**src/rtl/truth_table_sweeper.sv**
```systemverilog
// truth_table_sweeper
// On-chip exhaustive checker for a small combinational block. It walks every
// input vector 0..2^N_IN-1 onto the block, waits SETTLE cycles, samples the
// block's output F and builds the minterm/maxterm masks. At the end it reports
// whether the sampled truth table equals the expected one.
//
// Ports:
//   clk            rising-edge clock
//   rst            asynchronous active-high reset
//   start          begin a sweep (only honoured while idle)
//   expected       expected truth table, bit i = F at vector i (captured at start)
//   f_in           output F of the block under test
//   stim           vector driven to the block under test, MSB = A
//   busy           high while a sweep is in progress
//   done           one-cycle pulse when the sweep completes
//   minterm_mask   bit i = sampled F at vector i
//   maxterm_mask   bit i = inverted sampled F at vector i
//   match          minterm_mask equals captured expected (valid from done on)
//   mismatch_count number of vectors where F differed from expected

module truth_table_sweeper #(
  parameter  int N_IN   = 3,
  parameter  int SETTLE = 2,
  localparam int V      = 1 << N_IN
) (
  input  logic            clk,
  input  logic            rst,
  input  logic            start,
  input  logic [V-1:0]    expected,
  input  logic            f_in,
  output logic [N_IN-1:0] stim,
  output logic            busy,
  output logic            done,
  output logic [V-1:0]    minterm_mask,
  output logic [V-1:0]    maxterm_mask,
  output logic            match,
  output logic [N_IN:0]   mismatch_count
);

  // The hold counter only ever reaches SETTLE-1, so it needs clog2(SETTLE) bits.
  localparam int HW = (SETTLE > 1) ? $clog2(SETTLE) : 1;

  typedef enum logic [1:0] {
    IDLE,
    HOLD,
    SAMPLE,
    FINISH
  } state_t;

  state_t            state_q,    state_d;
  logic [HW-1:0]     hold_q,     hold_d;
  logic [N_IN-1:0]   stim_q,     stim_d;
  logic              busy_q,     busy_d;
  logic              done_q,     done_d;
  logic [V-1:0]      minterm_q,  minterm_d;
  logic [V-1:0]      maxterm_q,  maxterm_d;
  logic              match_q,    match_d;
  logic [N_IN:0]     mm_count_q, mm_count_d;
  logic [V-1:0]      expected_q, expected_d;

  // Next-state and next-output logic for the sweep. Every output is a flop, so
  // all of them are computed here and registered together below. Results are
  // held by default, which keeps the masks stable in IDLE between sweeps.
  always_comb begin
    state_d    = state_q;
    hold_d     = hold_q;
    stim_d     = stim_q;
    busy_d     = busy_q;
    done_d     = 1'b0;
    minterm_d  = minterm_q;
    maxterm_d  = maxterm_q;
    match_d    = match_q;
    mm_count_d = mm_count_q;
    expected_d = expected_q;

    case (state_q)
      IDLE: begin
        if (start) begin
          expected_d = expected;
          minterm_d  = '0;
          maxterm_d  = '0;
          mm_count_d = '0;
          match_d    = 1'b0;
          stim_d     = '0;
          busy_d     = 1'b1;
          hold_d     = '0;
          state_d    = HOLD;
        end
      end

      HOLD: begin
        if (hold_q == HW'(SETTLE - 1)) begin
          state_d = SAMPLE;
        end else begin
          hold_d = hold_q + HW'(1);
        end
      end

      SAMPLE: begin
        // Both masks start cleared, so writing only the current bit leaves
        // unsampled positions at 0 in both.
        minterm_d[stim_q] = f_in;
        maxterm_d[stim_q] = ~f_in;
        if (f_in != expected_q[stim_q]) begin
          mm_count_d = mm_count_q + (N_IN + 1)'(1);
        end
        if (stim_q == N_IN'(V - 1)) begin
          state_d = FINISH;
        end else begin
          stim_d  = stim_q + N_IN'(1);
          hold_d  = '0;
          state_d = HOLD;
        end
      end

      FINISH: begin
        done_d  = 1'b1;
        busy_d  = 1'b0;
        match_d = (minterm_q == expected_q);
        state_d = IDLE;
      end

      default: begin
        state_d = IDLE;
      end
    endcase
  end

  // State and output registers. Reset drops any partial sweep on the spot.
  always_ff @(posedge clk or posedge rst) begin
    if (rst) begin
      state_q    <= IDLE;
      hold_q     <= '0;
      stim_q     <= '0;
      busy_q     <= 1'b0;
      done_q     <= 1'b0;
      minterm_q  <= '0;
      maxterm_q  <= '0;
      match_q    <= 1'b0;
      mm_count_q <= '0;
      expected_q <= '0;
    end else begin
      state_q    <= state_d;
      hold_q     <= hold_d;
      stim_q     <= stim_d;
      busy_q     <= busy_d;
      done_q     <= done_d;
      minterm_q  <= minterm_d;
      maxterm_q  <= maxterm_d;
      match_q    <= match_d;
      mm_count_q <= mm_count_d;
      expected_q <= expected_d;
    end
  end

  assign stim           = stim_q;
  assign busy           = busy_q;
  assign done           = done_q;
  assign minterm_mask   = minterm_q;
  assign maxterm_mask   = maxterm_q;
  assign match          = match_q;
  assign mismatch_count = mm_count_q;

endmodule

```
**config.mk**
```make
export PLATFORM = sky130hd
export DESIGN_NAME = truth_table_sweeper
export DESIGN_NICKNAME = d
export VERILOG_FILES = /design/src/rtl/truth_table_sweeper.sv
export SDC_FILE = /design/constraint.sdc
export NUM_CORES = 1
export LEC_CHECK = 0
export CAP_MARGIN = 20
export CORE_UTILIZATION = 52
export CTS_BUF_LIST = sky130_fd_sc_hd__clkbuf_8
export DETAILED_ROUTE_END_ITERATION = 10
export GPL_ROUTABILITY_DRIVEN = 0
export PLACE_DENSITY = 0.81
export SKIP_LAST_GASP = 1
export SYNTH_ARGS = -nofsm -noshare
export SYNTH_HDL_FRONTEND = slang
export SYNTH_SLANG_ARGS = --single-unit
```
**constraint.sdc**
```tcl
create_clock -name clk -period 2.6 [get_ports clk]
set_input_delay 0.78 -clock clk [delete_from_list [all_inputs] [get_ports clk]]
set_output_delay 0.78 -clock clk [all_outputs]
set_load 0.02 [all_outputs]
```
* Word level (Yosys, flattened, before mapping)
Index checks and enable logic that the tools add are counted.
W data, S select, Z words.
** Word-level totals
- Word-level logic and storage cells :: 65
- Output and inout bits :: 26
- Register bits :: 37
- Input port bits :: 12
** Cells by class
- Order comparisons :: 2
- Add/sub/neg operators :: 3
- Reduce and logical (&&, ||, !) cells :: 12
- Bitwise logic cells :: 1
- Equal/unequal tests :: 10
- Multiplexer cells :: 27
** Operator list (number)
- $pmux W8 S2 :: 2
- $bwmux W8 :: 2
- $reduce_and A3 Y1 :: 3
- $eq A8 B8 Y1 :: 1
- $mux W4 :: 2
- $mux W8 :: 1
- $ne A2 B2 Y1 const B :: 4
- $pmux W2 S4 :: 1
- $pmux W4 S2 :: 1
- $reduce_and A2 Y1 :: 4
- $mux W1 :: 7
- $mux W2 :: 3
- $mux W3 :: 2
- $pmux W3 S2 :: 1
- $add A4 B1 Y4 const B :: 1
- $eq A2 B2 Y1 const B :: 2
- $lt A3 B4 Y1 const B :: 1
- $pmux W1 S2 :: 2
- $reduce_bool A2 Y1 :: 2
- $add A3 B1 Y3 const B :: 1
- $bmux W1 S3 :: 1
- $demux W1 S3 :: 1
- $eq A3 B3 Y1 const B :: 1
- $ge A3 B1 Y1 const B :: 1
- 8 further kinds :: 8

* Longest topological paths before layout
Gate-level depths: netlist of the first run.
- Word-level depth :: 6
- Gate-level depth with buffers :: 5
- Gate-level depth less buffers :: 5

* Worst setup path before layout of the first run
OpenSTA, ideal clock, no wires.
- Kind :: reg2reg
- Start :: register stim_q[0], in the netlist stim[0]
- End :: register mm_count_q[3], in the netlist mismatch_count[3]
- Data required time :: 2.467 ns
- Path buffers :: 1
- Data arrival time :: 1.820 ns
- Clock period less this slack :: 1.953 ns
- Slack :: 0.647 ns
- Setup time :: 0.133 ns
- Stages on the path, launching flop included :: 6
- Cells stage by stage :: dfrtp_1 buf_6 mux4_2 mux2_4 mux2_4 mux2i_1
** Between the ends
- Cells in the longest elaborated chain, start to end :: 5
** Ends and longest elaborated chain
- start: declaration :: RTL line 52 : logic [N_IN-1:0] stim_q, stim_d;
- start signal: assignment :: RTL line 145 : stim_q <= stim_d;
- $bmux W1 S3 :: RTL line 104 : if (f_in != expected_q[stim_q]) begin
- $mux W1 (not written as such) :: RTL line 104
- $ne A1 B1 Y1 :: RTL line 104
- $ne A2 B2 Y1 (no line)
- $reduce_and A3 Y1 (no line)
- end signal: assignment :: RTL line 151 : mm_count_q <= mm_count_d;
- end: declaration :: RTL line 58 : logic [N_IN:0] mm_count_q, mm_count_d;
Every way passes these cells. The select of a mux whose other input is x is not followed.
A chain may end at the register's enable or synchronous reset.

* Final worst setup path of the first run
- Start :: register stim_q[2], in the netlist stim[2]
- End :: output stim[2]
** RTL lines
- end: declaration :: RTL line 31 : output logic [N_IN-1:0] stim,
No word-level cell between the ends.

==> flow_summary.ini, run 1 <==
[layout]
finalInstanceArea_um2 = 2290
antenna_cells_inserted = 0
layout_cell_share_with_drive_strength_beyond_1_pct = 10.7
flow.area_growth_from_synthesis_pct = 25.9
final_net_count = 219
most-common-layout-cells = 37 x dfrtp_1, 37 x clkdlybuf4s50_1, 32 x nand2_1, 15 x mux2i_1, 10 x o21ai_0

[sta]
worst_pin_slew_ns = 0.583
totalNegativeSetupSlack_ns = 0
fin_worst_skew_ns = 0.00599
setup_viol = 0
holdWs_ns = 0.479
time_the_final_worst_path_needs_with_i_o_delays_and_setup_ns = 2.35
post-route-period-util_pct = 90.4
slew_headroom_pct = 60.8
slew_violations = 0
timing.fmax_mhz = 425
rsz0062_at_grt = false
finalHoldViolCount = 0

[setup_path]
timing.critical_path.cells = clkdlybuf4s50_1
data_required_critical_path_ns = 1.82
critPathLaunchType = flop
worstPathBufferInverterCount = 1
crit_arrival_ns = 1.57
r2r_endpoint = mismatch_count[1]
r2r-start = stim[0]
end_kind = output port
slowest_stage_cell_on_the_critical_path = clkdlybuf4s50_1
r2r_setup_slk_ns = 0.52
crit_family = buffers and inverters
critPathMaxStageDelay_ns = 0.69
number_of_cells_on_the_worst_reg_to_reg_path = 4
timing_worst_setup_path_type = reg -> out
cp_max_fo = 13

[logic_synthesis]
main_combinational_cell_family_by_area_after_synthesis = multiplexers
synthesis.instances = 168
syn_nets = 183
synth-warning-count = 0
synth_xor_area_share_pct = 3.85
synth_compound_gate_area_share_pct = 6.60
async_reset_ff_share_pct = 100
yosys.area.top_type = dfrtp_1
post_synth.cell_area_avg_um2 = 10.8
share_of_synthesized_area_spent_on_multiplexers_pct = 18.0
synth-seq-cells = 37
mappedNetlistArea_um2 = 1820
ys_types = 29
synth.yosys.seq_area_share_pct = 50.9
synth_edf_count = 0
synth.top_cell.area_share_pct = 50.9
ys.flop_type = dfrtp_1
post_synth_fa_ha_maj_area_fraction_pct = 2.06
post_synth_main_area_contributors = dfrtp_1 51%, mux2i_1 8.3%, nand2_1 6.6%
synth_simple_gate_area_share_pct = 14.7

[clock_tree]
cts_buffer_depth = 2
cts.clk_slew.worst_paths_ns = 0.07
cts.hold.buffers_added = 0
tritoncts = done
cts_htree_levels = 2
postCtsSetupBuffers = 0
clk-insertion-delay-late_ns = 0.28
cts-buffers-inserted = 5
cts_root_buffer = clkbuf_8
numClockSinks = 37
post_cts_resized = 0

[route]
detail_route.wl_per_cell_um = 14.6
via_per_inst = 5.33
detail_route.iter0.violations = 56
vias = 1338
route.top_layer_used = met4
routed-wl-met2_mm = 1.69
ant_nets = 0
met3RoutedLength_um = 197
detailed_route_wl_mm = 3.66
drcViolationCount = 0
1st_pass_router_iterations = 4
detail_route.wirelength.met1_mm = 1.69

[die]
design.portCount = 38
floorplan.initialDensity_pct = 54.5
die_width_um = 61.2
die_area_um2 = 3740
core.rowCount = 21
core-area_um2 = 3340
die-height_um = 61.2

[power]
ir_drop_v = 0.000588
cell_pwr_density_nw_per_um2 = 938
leakage_nw = 1.04

[global_routing]
grt_max_degree = 38
grt_pass1_wl_mm = 5.61
antenna_found_initial = 0
grtUsageTotal_pct = 21.5
via_count_of_the_first_global_routing_pass = 1237
grt_overflow = 0

[placed_design]
port_buffers = 37
hpwl_mm = 2.55
place_area_um2 = 2210

[flow_run]
drv.max_cap_violation_count = 0

[min_path]
hp-start = mismatch_count[3]
hold_path.class = reg -> reg
timing.hold.worst_endpoint = mismatch_count[3]
hold_path_depth = 1

[outcome]
outcome = finished clean
where the power goes:
group,leakage [nW],switching (W),internal [W]
Combinational,0.503,0.000396,0.000443
Clock,0.0519,0.000182,0.000178
Sequential,0.486,0.000211,0.000738
synthesized netlist by cell type (3+ instances only):
cell	instances
xor2_1	5
mux2_2	9
ha_1	3
xnor2_1	3
nand2b_1	3
nand3_1	5
o21ai_0	10
mux2i_1	15
nand2_1	32
a22o_1	4
nor2_1	5
clkbuf_1	8
inv_1	5
nand3b_1	3
dfrtp_1	37
routing by layer:
metal	track usage, %	vias up
met5	0	-
met4	9.74	0
met3	7.14	7
met2	34.9	43
met1	26.1	639
li1	-	649
registers in the layout (all words and copies together) (netlist names):
register	flops
busy	1
state_q	2
done	1
stim	3
maxterm_mask	8
mismatch_count	4
expected_q	8
minterm_mask	8
match	1
hold_q	1
cell type report:
class | count | area [um2]
Sequential cell | 37 | 926
Inverter | 5 | 18.8
Fill cell | 271 | 1050
Timing Repair Buffer | 39 | 385
Tap cell | 46 | 57.6
Clock inverter | 3 | 11.3
Multi-Input combinational cell | 116 | 822
Clock buffer | 5 | 68.8
kinds of logic after synthesis:
logic type                 after synthesis
and+or+nand+nor                         58
AOI/OAI and AO/OA                       19
buffers and inverters                   15
DFF                                     37
xor gates and xnor gates                 8
muxes                                   28
adders and majority gates                3
through the flow:
step                      power, W  util, %  instances  setup WS [ns]
final                      0.00215     68.6        251          0.249
after global routing       0.00229     68.6        251          0.180
after CTS                  0.00216     68.6        251          0.233
after detailed placement   0.00180     66.2        243          0.257
after global placement     0.00175     66.2        243          0.293
after floorplan            0.00153        -        168          0.647
how the worst max path moves through the flow:
stage	from	to	slack [ns]	cells past startpoint
finish	stim[2]	stim[2]	0.25	1
global route	stim[2]	stim[2]	0.18	1
global placement	start	expected_q[1]	0.29	4
detailed placement	start	expected_q[7]	0.26	4
floorplan	stim[0]	mismatch_count[3]	0.65	5
CTS	stim[2]	stim[2]	0.23	1
Note: power is estimated with default switching activity, not from simulation.
==> inputs of run 2 (changes only) <==
--- a/config.mk
+++ b/config.mk
@@ -7,7 +7,7 @@
 export LEC_CHECK = 0
 export CAP_MARGIN = 20
 export CORE_UTILIZATION = 52
-export CTS_BUF_LIST = sky130_fd_sc_hd__clkbuf_8
+export CTS_BUF_LIST = sky130_fd_sc_hd__clkbuf_4
 export DETAILED_ROUTE_END_ITERATION = 10
 export GPL_ROUTABILITY_DRIVEN = 0
 export PLACE_DENSITY = 0.81
==> flow_summary.ini, run 2 (same netlist as run 1, synthesis figures left out) <==
[power]
leakage_nw = 1.03
ir_drop_v = 0.000535
power.net_switching_w = 0.000778
p_int_w = 0.00132
power.share.sequential_pct = 45.3
p_clk_share_pct = 14.9
p_sw_share_pct = 37.1
cell_pwr_density_nw_per_um2 = 923
share_comb_of_total_power_pct = 39.9

[global_routing]
grt_overflow = 0
grtUsageTotal_pct = 21.6
antenna_found_initial = 0
via_count_of_the_first_global_routing_pass = 1260
grt_max_degree = 38
grt_pass1_wl_mm = 5.65

[clock_tree]
cts_htree_levels = 2
cts.clk_slew.worst_paths_ns = 0.11
cts_root_buffer = clkbuf_4
tritoncts = done
cts_buffer_depth = 2
post_cts_resized = 0
postCtsSetupBuffers = 0
numClockSinks = 37
cts-buffers-inserted = 5
cts.hold.buffers_added = 0
clk-insertion-delay-late_ns = 0.34

[setup_path]
cp_max_fo = 13
critPathMaxStageDelay_ns = 0.69
r2r_endpoint = mismatch_count[1]
critPathLaunchType = flop
r2r_setup_slk_ns = 0.52
timing.critical_path.to = stim[2]
timing_worst_setup_path_type = reg -> out
end_kind = output port
worstPathBufferInverterCount = 1
timing.critical_path.cells = clkdlybuf4s50_1
number_of_cells_on_the_worst_reg_to_reg_path = 4
cp-startpoint = stim[2]
r2r-start = stim[0]
cp.depth = 1
crit_family = buffers and inverters
slowest_stage_cell_on_the_critical_path = clkdlybuf4s50_1
crit_arrival_ns = 1.65
data_required_critical_path_ns = 1.82

[sta]
slew_headroom_pct = 60.3
finalHoldViolCount = 0
post-route-period-util_pct = 93.3
setup_viol = 0
worst_pin_slew_ns = 0.591
fin_ws_ns = 0.174
fin_worst_skew_ns = 0.0113
time_the_final_worst_path_needs_with_i_o_delays_and_setup_ns = 2.43
slew_violations = 0
totalNegativeSetupSlack_ns = 0
rsz0062_at_grt = false
timing.fmax_mhz = 412

[die]
design.portCount = 38
die_area_um2 = 3740
core-area_um2 = 3340
floorplan.initialDensity_pct = 54.5
die_width_um = 61.2
die-height_um = 61.2
core.rowCount = 21

[layout]
final_net_count = 219
flow.area_growth_from_synthesis_pct = 24.8
finalCoreUtilization_pct = 68.0
final_cells = 251
most-common-layout-cells = 37 x dfrtp_1, 37 x clkdlybuf4s50_1, 32 x nand2_1, 15 x mux2i_1, 10 x o21ai_0
antenna_cells_inserted = 0
layout_cell_share_with_drive_strength_beyond_1_pct = 12.2

[route]
1st_pass_router_iterations = 4
detail_route.iter0.violations = 59
via_per_inst = 5.36
ant_nets = 0
drcViolationCount = 0
vias = 1346
detailed_route_wl_mm = 3.70
detail_route.wl_per_cell_um = 14.7

[min_path]
hold_path.class = reg -> reg

[outcome]
outcome = finished clean

[placed_design]
place_ws_ns = 0.257
dp_cells = 243
hpwl_mm = 2.55
port_buffers = 37

[flow_run]
drv.max_cap_violation_count = 0
run 2: cell count changes in the layout (fill, tap and decap cells not counted):
| cell | before | now |
|---|---|---|
| inv_1 | 8 | 5 |
| clkbuf_4 | 0 | 8 |
| clkbuf_8 | 5 | 0 |
run 2: metrics by stage:
| stage | hold WS (ns) | total power [W] | instance area (um2) |
|---|---|---|---|
| 6_report | 0.487 | 0.00210 | 2270 |
| 5_1_grt | 0.541 | 0.00223 | 2270 |
| 4_1_cts | 0.494 | 0.00211 | 2270 |
| 3_5_place_dp | 0.479 | 0.00180 | 2210 |
| 3_3_place_gp | 0.460 | 0.00175 | 2210 |
| 2_1_floorplan | 0.473 | 0.00153 | 1820 |
run 2: power by group through the flow:
stage | combinational (W) | sequential [W] | clock (W)
global route | 0.000919 | 0.000974 | 0.000341
detailed placement | 0.000839 | 0.000958 | 0
global placement | 0.000808 | 0.000944 | 0
CTS | 0.000843 | 0.000946 | 0.000319
finish | 0.000836 | 0.000949 | 0.000312
floorplan | 0.000588 | 0.000942 | 0
run 2: cell type report:
class / instances / area [um2]
Clock buffer: 8 / 60.1
Fill cell: 273 / 1070
Inverter: 5 / 18.8
Multi-Input combinational cell: 116 / 822
Sequential cell: 37 / 926
Tap cell: 46 / 57.6
Timing Repair Buffer: 39 / 385
run 2: metal layers:
metal / global-route usage, % / vias to the layer above / wire length [um]
met4: 10.7 / 0 / 70
met5: 0 / - / 0
met1: 26.2 / 649 / 1690
met3: 6.93 / 8 / 183
li1: - / 652 / -
met2: 34.9 / 37 / 1750
run 2: worst min-delay path by stage:
stage | start | end | depth (start not counted)
CTS | mismatch_count[3] | mismatch_count[3] | 1
floorplan | hold_q | state_q[0] | 1
finish | mismatch_count[3] | mismatch_count[3] | 1
global route | mismatch_count[3] | mismatch_count[3] | 1
detailed placement | mismatch_count[3] | mismatch_count[3] | 1
global placement | busy | busy | 2
==> inputs of run 3 (changes only) <==
--- a/config.mk
+++ b/config.mk
@@ -8,9 +8,11 @@
 export CAP_MARGIN = 20
 export CORE_UTILIZATION = 52
 export CTS_BUF_LIST = sky130_fd_sc_hd__clkbuf_4
+export CTS_CLUSTER_SIZE = 24
 export DETAILED_ROUTE_END_ITERATION = 10
 export GPL_ROUTABILITY_DRIVEN = 0
 export PLACE_DENSITY = 0.81
+export SKIP_CTS_REPAIR_TIMING = 1
 export SKIP_LAST_GASP = 1
 export SYNTH_ARGS = -nofsm -noshare
 export SYNTH_HDL_FRONTEND = slang
==> results of run 3 <==
No change in the layout: final DEF, timing and power equal those of run 2.
